==> src/rtl/program_loader.sv <==
// program_loader: framed byte-stream loader feeding the CPU program-download port.
// Frame: LEN_LO, LEN_HI (halfword count N), then 2N payload bytes, low byte first.
// Optional feature macro: PROGRAM_LOADER_CHECKSUM_EN adds a trailing XOR checksum
// byte checked in a CHECK state; when undefined the frame ends after the payload.
module program_loader #(
  parameter int MAX_WORDS = 1024
) (
  input  logic        clk,
  input  logic        reset,
  input  logic        byte_valid,
  input  logic [7:0]  byte_data,
  output logic        byte_ready,
  input  logic        reload,
  output logic        download_program,
  output logic [31:0] instruction_index,
  output logic [15:0] program_in,
  output logic        load_done,
  output logic        load_error
);

  typedef enum logic [2:0] {
    S_LEN_LO  = 3'd0,
    S_LEN_HI  = 3'd1,
    S_DATA_LO = 3'd2,
    S_DATA_HI = 3'd3,
`ifdef PROGRAM_LOADER_CHECKSUM_EN
    S_CHECK   = 3'd4,
`endif
    S_DONE    = 3'd5,
    S_ERROR   = 3'd6
  } state_t;

  // Widened by one bit so the length comparison cannot truncate the limit.
  localparam logic [16:0] MAX_WORDS_C = 17'(MAX_WORDS);

  state_t      state_r;
  logic        byte_ready_r;
  logic        download_r;
  logic        load_done_r;
  logic        load_error_r;
  logic [7:0]  len_lo_r;
  logic [15:0] len_r;
  logic [7:0]  low_r;
  logic [15:0] counter_r;
  logic [15:0] index_r;
  logic [15:0] program_r;
`ifdef PROGRAM_LOADER_CHECKSUM_EN
  logic [7:0]  csum_r;
`endif

  logic        xfer_s;
  logic [15:0] len_s;
  logic [15:0] count_inc_s;

  // Running checksum step: XOR of every payload byte.
  function automatic logic [7:0] csum_step(input logic [7:0] acc, input logic [7:0] b);
    return acc ^ b;
  endfunction

  assign xfer_s      = byte_valid & byte_ready_r;
  assign len_s       = {byte_data, len_lo_r};
  assign count_inc_s = counter_r + 16'd1;

  assign byte_ready        = byte_ready_r;
  assign download_program  = download_r;
  assign load_done         = load_done_r;
  assign load_error        = load_error_r;
  assign program_in        = program_r;
  assign instruction_index = {16'd0, index_r};

  // Frame FSM; status outputs are registered alongside the state they decode.
  always_ff @(posedge clk) begin
    if (reset) begin
      state_r      <= S_LEN_LO;
      byte_ready_r <= 1'b1;
      download_r   <= 1'b1;
      load_done_r  <= 1'b0;
      load_error_r <= 1'b0;
      len_lo_r     <= 8'd0;
      len_r        <= 16'd0;
      low_r        <= 8'd0;
      counter_r    <= 16'd0;
      index_r      <= 16'd0;
      program_r    <= 16'd0;
`ifdef PROGRAM_LOADER_CHECKSUM_EN
      csum_r       <= 8'd0;
`endif
    end else begin
      case (state_r)
        S_LEN_LO: begin
          if (xfer_s) begin
            len_lo_r <= byte_data;
            state_r  <= S_LEN_HI;
          end
        end
        S_LEN_HI: begin
          if (xfer_s) begin
            len_r <= len_s;
            if ({1'b0, len_s} > MAX_WORDS_C) begin
              state_r      <= S_ERROR;
              byte_ready_r <= 1'b0;
              load_error_r <= 1'b1;
            end else if (len_s == 16'd0) begin
`ifdef PROGRAM_LOADER_CHECKSUM_EN
              state_r      <= S_CHECK;
`else
              state_r      <= S_DONE;
              byte_ready_r <= 1'b0;
              download_r   <= 1'b0;
              load_done_r  <= 1'b1;
`endif
            end else begin
              state_r <= S_DATA_LO;
            end
          end
        end
        S_DATA_LO: begin
          if (xfer_s) begin
            low_r   <= byte_data;
`ifdef PROGRAM_LOADER_CHECKSUM_EN
            csum_r  <= csum_step(csum_r, byte_data);
`endif
            state_r <= S_DATA_HI;
          end
        end
        S_DATA_HI: begin
          if (xfer_s) begin
            program_r <= {byte_data, low_r};
            index_r   <= counter_r;
            counter_r <= count_inc_s;
`ifdef PROGRAM_LOADER_CHECKSUM_EN
            csum_r    <= csum_step(csum_r, byte_data);
`endif
            if (count_inc_s == len_r) begin
`ifdef PROGRAM_LOADER_CHECKSUM_EN
              state_r      <= S_CHECK;
`else
              state_r      <= S_DONE;
              byte_ready_r <= 1'b0;
              download_r   <= 1'b0;
              load_done_r  <= 1'b1;
`endif
            end else begin
              state_r <= S_DATA_LO;
            end
          end
        end
`ifdef PROGRAM_LOADER_CHECKSUM_EN
        S_CHECK: begin
          if (xfer_s) begin
            byte_ready_r <= 1'b0;
            if (byte_data == csum_r) begin
              state_r     <= S_DONE;
              download_r  <= 1'b0;
              load_done_r <= 1'b1;
            end else begin
              state_r      <= S_ERROR;
              load_error_r <= 1'b1;
            end
          end
        end
`endif
        S_DONE, S_ERROR: begin
          // reload has priority over any byte offered in the same cycle
          if (reload) begin
            state_r      <= S_LEN_LO;
            byte_ready_r <= 1'b1;
            download_r   <= 1'b1;
            load_done_r  <= 1'b0;
            load_error_r <= 1'b0;
            counter_r    <= 16'd0;
            index_r      <= 16'd0;
            program_r    <= 16'd0;
`ifdef PROGRAM_LOADER_CHECKSUM_EN
            csum_r       <= 8'd0;
`endif
          end
        end
        default: begin
          // unreachable encodings recover to a clean frame start
          state_r      <= S_LEN_LO;
          byte_ready_r <= 1'b1;
          download_r   <= 1'b1;
          load_done_r  <= 1'b0;
          load_error_r <= 1'b0;
          counter_r    <= 16'd0;
          index_r      <= 16'd0;
          program_r    <= 16'd0;
`ifdef PROGRAM_LOADER_CHECKSUM_EN
          csum_r       <= 8'd0;
`endif
        end
      endcase
    end
  end

endmodule
==> config.mk <==
export PLATFORM = sky130hd
export DESIGN_NAME = program_loader
export DESIGN_NICKNAME = d
export VERILOG_FILES = /design/src/rtl/program_loader.sv
export SDC_FILE = /design/constraint.sdc
export NUM_CORES = 1
export LEC_CHECK = 0
export BUFFER_PORTS_ARGS = -buffer_cell sky130_fd_sc_hd__buf_2
export CAP_MARGIN = 10
export CORE_MARGIN = 5
export CORE_UTILIZATION = 51
export CTS_CLUSTER_DIAMETER = 150
export DETAILED_ROUTE_END_ITERATION = 10
export PLACE_DENSITY = 0.73
export SLEW_MARGIN = 20
export SYNTH_ARGS = -nofsm -noshare
export SYNTH_HDL_FRONTEND = slang
export SYNTH_SLANG_ARGS = --single-unit
==> constraint.sdc <==
create_clock -name clk -period 2.6 [get_ports clk]
set_clock_uncertainty 0.1 [all_clocks]
set_input_delay 0.39 -clock clk [delete_from_list [all_inputs] [get_ports clk]]
set_output_delay 0.39 -clock clk [all_outputs]
set_load 0.01 [all_outputs]
==> flow_metrics.py <==
metrics = {
    "yosys": {
        "yosysUniqueCellTypes": 50,
        "yosys_warnings": 0,
        "synth_area_leaders": "dfxtp_1 (43%), nor2_1 (6.9%), a22oi_1 (6.1%)",
        "synth_area_per_cell_um2": 8.359,
        "yosys.area.top_type": "dfxtp_1",
        "synth_top_area_share": 0.4296,
        "yosysSeqAreaShare": 0.4296,
        "synth-seq-cells": 87,
        "syn_area_um2": 4054,
        "netlist_instances": 485,
    },
    "die": {
        "start_util": 0.5246,
        "rows": 32,
        "die-area_um2": 9832,
        "ios": 64,
        "coreArea_um2": 7727,
        "dieHeight_um": 99.16,
        "dieWidth_um": 99.16,
    },
    "min_path": {
        "hp-class": "in -> reg",
        "hold_depth": 3,
    },
    "layout": {
        "antenna_cells": 0,
        "nNetsFinal": 534,
        "final_util": 0.5950,
        "syn_to_final_growth_pct": 13.43,
        "drive_gt1_frac": 0.1996,
        "fillers": 690,
        "final_cells": 628,
    },
    "job": {
        "max_cap_violations": 0,
    },
    "clocking": {
        "cts-hold-fix-buffers": 0,
        "cts_max_path_buffers": 2,
        "cts_made_buffers": 9,
        "clock_latency_ps": 360,
        "clk_pin_slew_ps": 90,
        "cts_sinks": 87,
        "cts-root-buf": "clkbuf_8",
        "h-tree-depth": 3,
        "cts_tree": "done",
    },
    "power": {
        "finalPower_uw": 2615,
        "powerDensity_nw_per_um2": 568.6,
        "power_leakage_uw": 0.001801,
        "vdd_drop_max_v": 0.0004149,
    },
    "sta": {
        "worstMarginPinSlew_ps": 893.5,
        "final.min_clock_period_ps": 2471,
        "setup_viol": 0,
        "finalCritPeriodShare": 0.9504,
        "finalMaxSlewViolations": 0,
        "fmax_mhz": 404.7,
        "finalHoldViolations": 0,
        "worst_slew_margin_rel": 0.4003,
        "fin_ws_ps": 128.9,
    },
    "detailed_routing": {
        "antenna_left": 0,
        "wl_per_cell_um": 15.96,
        "drc": 0,
        "wl_met1_um": 4432,
        "vias": 3573,
        "drtIter0Drc": 256,
        "routed.top_layer": "met4",
        "wl_met3_um": 646,
        "vias_per_cell": 5.689,
        "drt-total-wl_um": 10030,
        "wl_met2_um": 4783,
        "first_pass_iters": 6,
    },
    "worst_setup_path": {
        "crit_type": "reg -> reg",
        "ff2ff_setup_slack_ps": 130,
        "worst_setup_path_start_kind": "flip-flop",
        "crit_required_ps": 2780,
        "cp.arrival_ps": 2650,
        "crit_path_end_kind": "flip-flop",
        "path_max_fanout": 11,
        "reg2reg_depth": 8,
    },
    "placement": {
        "gp_congestion": 0.9890,
        "post-place-cells": 610,
        "io_buffers": 47,
        "hpwlAfterDp_um": 7010,
        "place_ws_ps": 36.29,
    },
    "grt": {
        "grt_pass1_vias": 3422,
        "grt_start_max_net_pins": 45,
        "grt_pass1_wl_um": 16590,
        "grt.total_usage": 0.2074,
        "grt_overflow": 0,
        "antenna_found_initial": 0,
    },
    "run_status": {
        "status": "finished clean",
    },
}
## layout by cell type, fill, tap and decap left out, drive strengths merged, types with 3 or more instances in the layout
master and count:
clkbuf 9, nand2b 3, dfxtp 87, xnor2 18, xor2 4, mux2i 17
inv 5, o21ai 19, or3 5, nor2 74, or4 4, o21a 3
nand2 58, nand3 8, nor2b 3, a311oi 4, nand4 6, a22oi 33
conb 16, a31oi 4, a211oi 3, nor3 9, buf 66, a21oi 36
nor4 7
## cell families after synthesis
| group | after synthesis | share of synthesized area |
|---|---|---|
| multiplexers | 17 | 0.04197 |
| buffers and inverters | 58 | 0.07284 |
| AND/OR/NAND/NOR | 190 | 0.2333 |
| XOR/XNOR | 22 | 0.04753 |
| other | 1 | 0.0009250 |
| adder cells (fa/ha/maj) | 1 | 0.003086 |
| AO/OA/AOI/OAI | 109 | 0.1707 |
| flip-flops | 87 | 0.4296 |
## worst max-delay path, stage by stage (launching register included)
cell and delay, ps:
dfxtp_2 420, nand4_4 230, or3_1 440, o311ai_0 400
o211ai_1 180, nor4_4 150, buf_4 180, nor3_2 50
a211oi_2 220
## routing by layer
| metal | GRT usage | up-vias |
|---|---|---|
| li1 | - | 1724 |
| met1 | 0.2702 | 1684 |
| met4 | 0.08193 | 0 |
| met2 | 0.3373 | 149 |
| met3 | 0.04208 | 16 |
| met5 | 0 | - |
## what timing repair did
| item | 4_1_cts | 5_1_grt |
|---|---|---|
| resized for setup | 0 | 11 |
| endpoints found under the setup margin | 0 | 6 |
| buffers inserted | 0 | 2 |
## path summary, 6_finish.rpt
path | start | to
min | byte_data[5] | len_r[13]$_SDFFE_PP0P_
max | counter_r[6]$_SDFFE_PP0P_ | state_r[0]$_SDFFE_PP0P_
min reg2reg | load_error$_SDFFE_PP0P_ | load_error$_SDFFE_PP0P_
max reg2reg | counter_r[6]$_SDFFE_PP0P_ | state_r[0]$_SDFFE_PP0P_
## synthesized netlist by cell type (all sizes together)
| master | n |
|---|---|
| dfxtp | 87 |
| nor2 | 74 |
| nand2 | 58 |
| a21oi | 36 |
| a22oi | 33 |
| buf | 29 |
| clkbuf | 27 |
| o21ai | 19 |
| xnor2 | 18 |
| mux2i | 17 |
| nor3 | 9 |
| nand3 | 8 |
| nor4 | 7 |
| nand4 | 6 |
| or3 | 5 |
| a311oi | 4 |
| a31oi | 4 |
| or4 | 4 |
| xor2 | 4 |
| a211oi | 3 |
| nand2b | 3 |
| nor2b | 3 |
| o21a | 3 |
| and2 | 2 |
| and3 | 2 |
| and4 | 2 |
| inv | 2 |
| nand3b | 2 |
| nor3b | 2 |
| o211ai | 2 |
| o311ai | 2 |
| or2 | 2 |
| a2111oi | 1 |
| a221oi | 1 |
| conb | 1 |
| ha | 1 |
| nor4b | 1 |
| o2111ai | 1 |
## layout make-up
class / instances / area (um2) / share of cell area
Inverter: 2 / 7.507 / 0.001633
Multi-Input combinational cell: 355 / 2095 / 0.4555
Timing Repair Buffer: 66 / 415.4 / 0.09034
Clock inverter: 7 / 80.08 / 0.01741
Tap cell: 102 / 127.6 / 0.02776
Clock buffer: 9 / 123.9 / 0.02694
Sequential cell: 87 / 1749 / 0.3804
## power by group
group / internal (uW) / switching [uW]
combinational: 89.5 / 153
clock: 458 / 521
sequential: 1360 / 31.3
## state kept, by name, indices dropped and copies added (netlist names)
register and cells:
counter_r 16, index_r 16, len_r 16, program_in 16, len_lo_r 8, low_r 8
state_r 3, byte_ready 1, download_program 1, load_done 1, load_error 1
## stage by stage
stage,setup TNS (ps),instance area (um2),hold WS (ps)
6_report,0,4598,238.0
5_1_grt,-19.92,4598,233.7
4_1_cts,0,4554,220.6
3_5_place_dp,0,4350,356.3
3_3_place_gp,0,4350,353.8
2_1_floorplan,0,4110,343.8
(Power assumes the default switching activity.)
